--- config.mk ---
export PLATFORM = sky130hd
export DESIGN_NAME = serial_adder_n
export DESIGN_NICKNAME = d
export VERILOG_FILES = /design/src/rtl/serial_adder_n.sv
export SDC_FILE = /design/constraint.sdc
export NUM_CORES = 1
export LEC_CHECK = 0
export ABC_AREA = 1
export CAP_MARGIN = 20
export CORE_MARGIN = 2
export CORE_UTILIZATION = 50
export DETAILED_ROUTE_END_ITERATION = 16
export PLACE_DENSITY = 0.79
export SYNTH_ARGS = -nofsm -noshare
export SYNTH_HDL_FRONTEND = slang
export SYNTH_SLANG_ARGS = --single-unit
--- constraint.sdc ---
create_clock -name clk -period 2.5 [get_ports clk]
set_input_delay 0.5 -clock clk [delete_from_list [all_inputs] [get_ports clk]]
set_output_delay 0.5 -clock clk [all_outputs]
set_load 0.02 [all_outputs]
--- src/rtl/serial_adder_n.sv ---
// serial_adder_n: WIDTH-bit adder computed DIGIT bits per clock through a single
// DIGIT-bit slice with a registered carry. Define SERIAL_ADD_OVF_EN to add the ovf output.
module serial_adder_n #(
  parameter int WIDTH = 8,
  parameter int DIGIT = 1
) (
  input  logic             clk,
  input  logic             rst,
  input  logic             start,
  input  logic [WIDTH-1:0] A,
  input  logic [WIDTH-1:0] B,
  input  logic             Cin,
  output logic [WIDTH-1:0] sum,
  output logic             Cout,
`ifdef SERIAL_ADD_OVF_EN
  output logic             ovf,
`endif
  output logic             busy,
  output logic             done
);

  // state | meaning
  // IDLE  | waiting for start; result registers hold the last result
  // RUN   | one digit per cycle through the slice
  // DONE  | one-cycle result pulse; start here chains the next operation
  localparam logic [1:0] S_IDLE = 2'd0;
  localparam logic [1:0] S_RUN  = 2'd1;
  localparam logic [1:0] S_DONE = 2'd2;

  localparam int STEPS = WIDTH / DIGIT;
  localparam int CW    = (STEPS > 1) ? $clog2(STEPS) : 1;

  if ((WIDTH < 2) || (DIGIT < 1) || ((WIDTH % DIGIT) != 0)) begin : g_bad_params
    $error("serial_adder_n: WIDTH must be >= 2 and divisible by DIGIT");
  end

  logic [1:0]       state;
  logic [WIDTH-1:0] a_sh;
  logic [WIDTH-1:0] b_sh;
  logic [WIDTH-1:0] acc;
  logic             carry;
  logic [CW-1:0]    cnt;

  logic [DIGIT-1:0] dsum;
  logic             dcarry;
  logic [WIDTH-1:0] acc_next;
  logic             last;

  always_comb begin
    {dcarry, dsum} = {1'b0, a_sh[DIGIT-1:0]} + {1'b0, b_sh[DIGIT-1:0]}
                   + (DIGIT+1)'(carry);
    // partial sums enter at the top so the finished word is LSB-aligned
    acc_next = (acc >> DIGIT) | (WIDTH'(dsum) << (WIDTH - DIGIT));
    last = (cnt == CW'(STEPS - 1));
  end

`ifdef SERIAL_ADD_OVF_EN
  logic ovf_next;
  // carry into the MSB recovered from the top bit of the final digit
  assign ovf_next = a_sh[DIGIT-1] ^ b_sh[DIGIT-1] ^ dsum[DIGIT-1] ^ dcarry;
`endif

  always_ff @(posedge clk or posedge rst) begin
    if (rst) begin
      state <= S_IDLE;
      a_sh  <= '0;
      b_sh  <= '0;
      acc   <= '0;
      carry <= 1'b0;
      cnt   <= '0;
      sum   <= '0;
      Cout  <= 1'b0;
`ifdef SERIAL_ADD_OVF_EN
      ovf   <= 1'b0;
`endif
    end else begin
      case (state)
        S_IDLE, S_DONE: begin
          if (start) begin
            a_sh  <= A;
            b_sh  <= B;
            carry <= Cin;
            cnt   <= '0;
            state <= S_RUN;
          end else begin
            state <= S_IDLE;
          end
        end
        S_RUN: begin
          a_sh  <= a_sh >> DIGIT;
          b_sh  <= b_sh >> DIGIT;
          acc   <= acc_next;
          carry <= dcarry;
          cnt   <= cnt + CW'(1);
          if (last) begin
            sum   <= acc_next;
            Cout  <= dcarry;
`ifdef SERIAL_ADD_OVF_EN
            ovf   <= ovf_next;
`endif
            state <= S_DONE;
          end
        end
        default: state <= S_IDLE;
      endcase
    end
  end

  assign busy = (state == S_RUN);
  assign done = (state == S_DONE);

endmodule
======== After elaboration in Yosys (flattened, before gate mapping) ========
Cells that the tools add are included.
operators by class
  $add $sub $neg .......................... 3
  eq/ne operators ......................... 5
  muxes and demuxes ....................... 11
  bitwise gates (word level) .............. 1
  reduce and logical (&&, ||, !) cells .... 5
operator list
  kind                   number
  $pmux W8 S2            2
  $mux W8                2
  $or A7 B8 Y8           1
  $pmux W3 S2            1
  $pmux W2 S2            1
  $reduce_and A2 Y1      2
  $add A3 B1 Y3 const B  1
  $eq A3 B3 Y1 const B   1
  $mux W3                1
  $add A1 B1 Y2          1
  $add A2 B1 Y2          1
  $eq A2 B1 Y1 const B   1
  $eq A2 B2 Y1 const B   1
  $logic_not A2 Y1       1
  $mux W1                2
  $mux W2                1
  $ne A2 B1 Y1 const B   1
  $ne A2 B2 Y1 const B   1
  $pmux W1 S2            1
  $reduce_bool A2 Y1     1
  $reduce_or A2 Y1       1
storage, ports and cells
  flip-flop bits (word level) ............. 39
  input bits .............................. 20
  output and inout port bits .............. 11
  word-level logic and storage cells ...... 33

======== Logic depth before layout (Yosys ltp) ========
Gate-level depths: netlist (run 1).
  depth after elaboration ................. 4
  depth in mapped cells ................... 8
  mapped depth without buffers ............ 6

======== Worst setup path after synthesis (run 1) ========
No wires, ideal clock.
  path type ............................... reg-to-output
  start point ............................. register state[0]
  end point ............................... output port done
  arrival ................................. 1.000 ns
  required time ........................... 2.000 ns
  path slack .............................. 1.000 ns
  stages on the path, launching flop included .. 4
  buffers on the path ..................... 2
  cell sequence ........................... dfrtp_1 -> buf_4 -> clkbuf_1 -> nor2_1
between the ends
  cells in the longest elaborated chain, start to end .. 1
ends and longest elaborated chain
  what                    line  source
  start, declared         37    logic [1:0] state;
  start signal, assigned  65    state <= S_IDLE;
  start signal, assigned  84    state <= S_RUN;
  start signal, assigned  86    state <= S_IDLE;
  $eq A2 B2 Y1            110   assign done = (state == S_DONE);
  end, declared           19    output logic done
No other way between the ends.

======== Final worst setup path (run 1) ========
  start point ............................. register state[1]
  end point ............................... output port done
The elaborated chain is that of the path after synthesis.

==> metrics, run 1 <==
syn avg cell area=approximately 8.3 um^2; drt drc=0; via count=1,371; Clk pwr share=11.6%; Reg clk slew, reported paths=approximately 110 ps; Setup Viol. Count Final=0; Clock Path Buffers=2; Die Ht=roughly 64 um; Sequential Power Share=between 30% and 40%; Critical Path AT=around 1700 ps; Hold Buf Count CTS=0; P per Cell Area=between 1000 and 1500 nW/um^2; Detail Route Antenna Nets=0; Final Slew Violations=0; slowest stage delay, CP=620 ps; share of cells above drive strength 1=between 9 and 10%; Yosys reg bits=38; worst setup path class=reg2out; first-pass GRT wire length=~5700 um; total power after layout=about 0.0027 W; port bufs=30; startpoint types=flip-flop; internal power=roughly 0.0015 W; CTS Buf Count=5; Gate power share=48.7%; initial cell density of the core=approximately 53%; period utilization=approximately 87%; IO Pins=31; WL/cell=around 11 um; setup ws final=319 ps; Synth area leaders=dfrtp_1, nand2_1, inv_1, nand3_1, o21ai_2; Max Clock Freq=around 460 MHz; unrepaired setup endpoints after global routing=false; Core ar.=between 3000 and 4000 um^2; WP data required=~2000 ps; worst min path class=reg2reg; part of the Yosys area used for sequential elements=between 50% and 60%; Filler Cell Count=around 300; final setup skew=~15 ps; max-cap viol count=0; GR Overflow Total=0; multi-input logic area=approximately 640 um^2; diodes inserted=0; CTS Root Cell=clkbuf_4; area grow syn2layout=20.1%; CP max FO=17; final WL=about 3100 um; Clock Latency Late Sink=around 340 ps; crit end category=primary output; Mapped Area=approximately 1800 um^2; post-synthesis cell type count=19; vias per inst=~4.6; final hold violation count=0; DP Worst Slack=a little over 700 ps; final core utilization=63.8%; synth warn=0; worst-path cell chain=inv_2, nor2_1, clkdlybuf4s50_1; Fin Setup TNS=0 ps; Syn Inst Count=220; DIE AREA=about 4100 um^2; Pre-Repair DR Iteration Count=4; Die Wd=~64 um; slowest cell on the critical path=clkdlybuf4s50_1; vias in the first global route=around 1,300; row cnt=21; Synth area leader=dfrtp_1; Worst VDD drop=approximately 640 uV; Switching Share=between 40% and 50%; CTS sink cnt=38; Buf/Inv on CP=2; largest net degree at the start of global routing=39; GP Congestion=between 0.7 and 0.8; Post-CTS Setup Bufs=0; family with the most delay on the worst path=buffers and inverters; Yosys top cell area share=52.4%; register area=951 um^2; CTS tree=yes; DP Wirelength=about 2100 um; Tot GR Track Use=roughly 18%; Synth Net Count=between 200 and 250; leakage power=1.17 nW; relative slew slack=a little over three fifths; Worst-Margin Slew=around 550 ps; outcome=finished, final reports clean; initial DRC count=55; nets@finish=273; Switching Power=around 0.0011 W; post-cts gate resize count=0; initial antenna violation count=0; H-tree Lvls=2; Final Critical Period=around 2200 ps
==> cell families after synthesis <==
kind of cell             after synthesis  share of synthesized area [%]
AO/OA/AOI/OAI                         19                           6.89
AND/OR/NAND/NOR                      108                           25.9
flip-flops                            38                           52.4
adder cells (fa/ha/maj)                3                           2.48
buffers and inverters                 52                           12.3
==> state kept, by name, summed over array words and instances, names as in the netlist <==
signal	cells
a_sh	8
Cout	1
carry	1
cnt	3
sum	8
b_sh	8
acc	7
state	2
==> metrics by stage <==
step / std cells / hold slack, ps / instance area (um^2)
floorplan: 220 / 442 / 1820
global placement: 289 / 457 / 2130
detailed placement: 289 / 461 / 2130
CTS: 295 / 484 / 2180
global route: 295 / 510 / 2180
finish: 295 / 485 / 2180
==> synthesized netlist by cell type, drive strengths merged <==
| library cell | n |
|---|---|
| nor2 | 3 |
| inv | 43 |
| nand3 | 30 |
| dfrtp | 38 |
| buf | 7 |
| fa | 1 |
| o21ai | 18 |
| clkbuf | 2 |
| nand2 | 75 |
| a21oi | 1 |
| ha | 2 |
==> layer usage <==
metal	part of all wire [%]	global-route usage (%)	vias up
li1	-	-	724
met1	49	24.6	614
met2	45	26.7	27
met3	5.1	4.23	6
met4	1.8	7.98	0
met5	0	0	-
==> final cells by class <==
cell class | count | area share (%)
Multi-Input combinational cell | 130 | 29.4
Inverter | 43 | 7.52
Tap cell | 46 | 2.64
Sequential cell | 38 | 43.6
Timing Repair Buffer | 32 | 14.5
Clock buffer | 6 | 2.35
==> power groups by stage <==
stage / registers, W / clock network, W / logic (W)
2_1_floorplan: 0.00111 / 0 / 0.000950
5_1_grt: 0.00110 / 0.000347 / 0.00150
3_3_place_gp: 0.00106 / 0 / 0.00128
3_5_place_dp: 0.00107 / 0 / 0.00131
6_report: 0.00106 / 0.000310 / 0.00130
4_1_cts: 0.00106 / 0.000316 / 0.00132
==> tightest hold or removal path, stage by stage (launching register included) <==
cell	delay, ps
dfrtp_1	350
nand2_1	50
nand2_1	50
==> worst paths after layout <==
kind                       depth (start not counted)     start  slack [ps]  endpoint
max                                                3  state[1]         320      done
min                                                2    acc[1]         480    sum[0]
max reg2reg                                        6  state[1]         700   a_sh[0]
min reg2reg                                        2    acc[1]         480    sum[0]
max in group asynchronous                          3       rst        1600   a_sh[0]
min in group asynchronous                          3       rst         560    cnt[0]
==> layout by cell type (no fill, tap or decap), types with 2 or more instances in the layout <==
cell	instances
nor2_1	2
nand2_2	2
nand3_1	30
o21ai_0	10
ha_1	2
nand2_4	2
inv_2	2
nand2_1	71
dfrtp_1	38
o21ai_2	8
clkdlybuf4s50_1	30
buf_4	2
inv_1	40
clkbuf_4	5
Power figures use the tool's default switching activity.
==> inputs of run 2 (changes only) <==
--- a/config.mk
+++ b/config.mk
@@ -10,6 +10,7 @@
 export CORE_MARGIN = 2
 export CORE_UTILIZATION = 50
 export DETAILED_ROUTE_END_ITERATION = 16
+export HOLD_SLACK_MARGIN = 0.06
 export PLACE_DENSITY = 0.79
 export SYNTH_ARGS = -nofsm -noshare
 export SYNTH_HDL_FRONTEND = slang
==> results of run 2 <==
Final layout, timing and power as in run 1 (identical DEF).
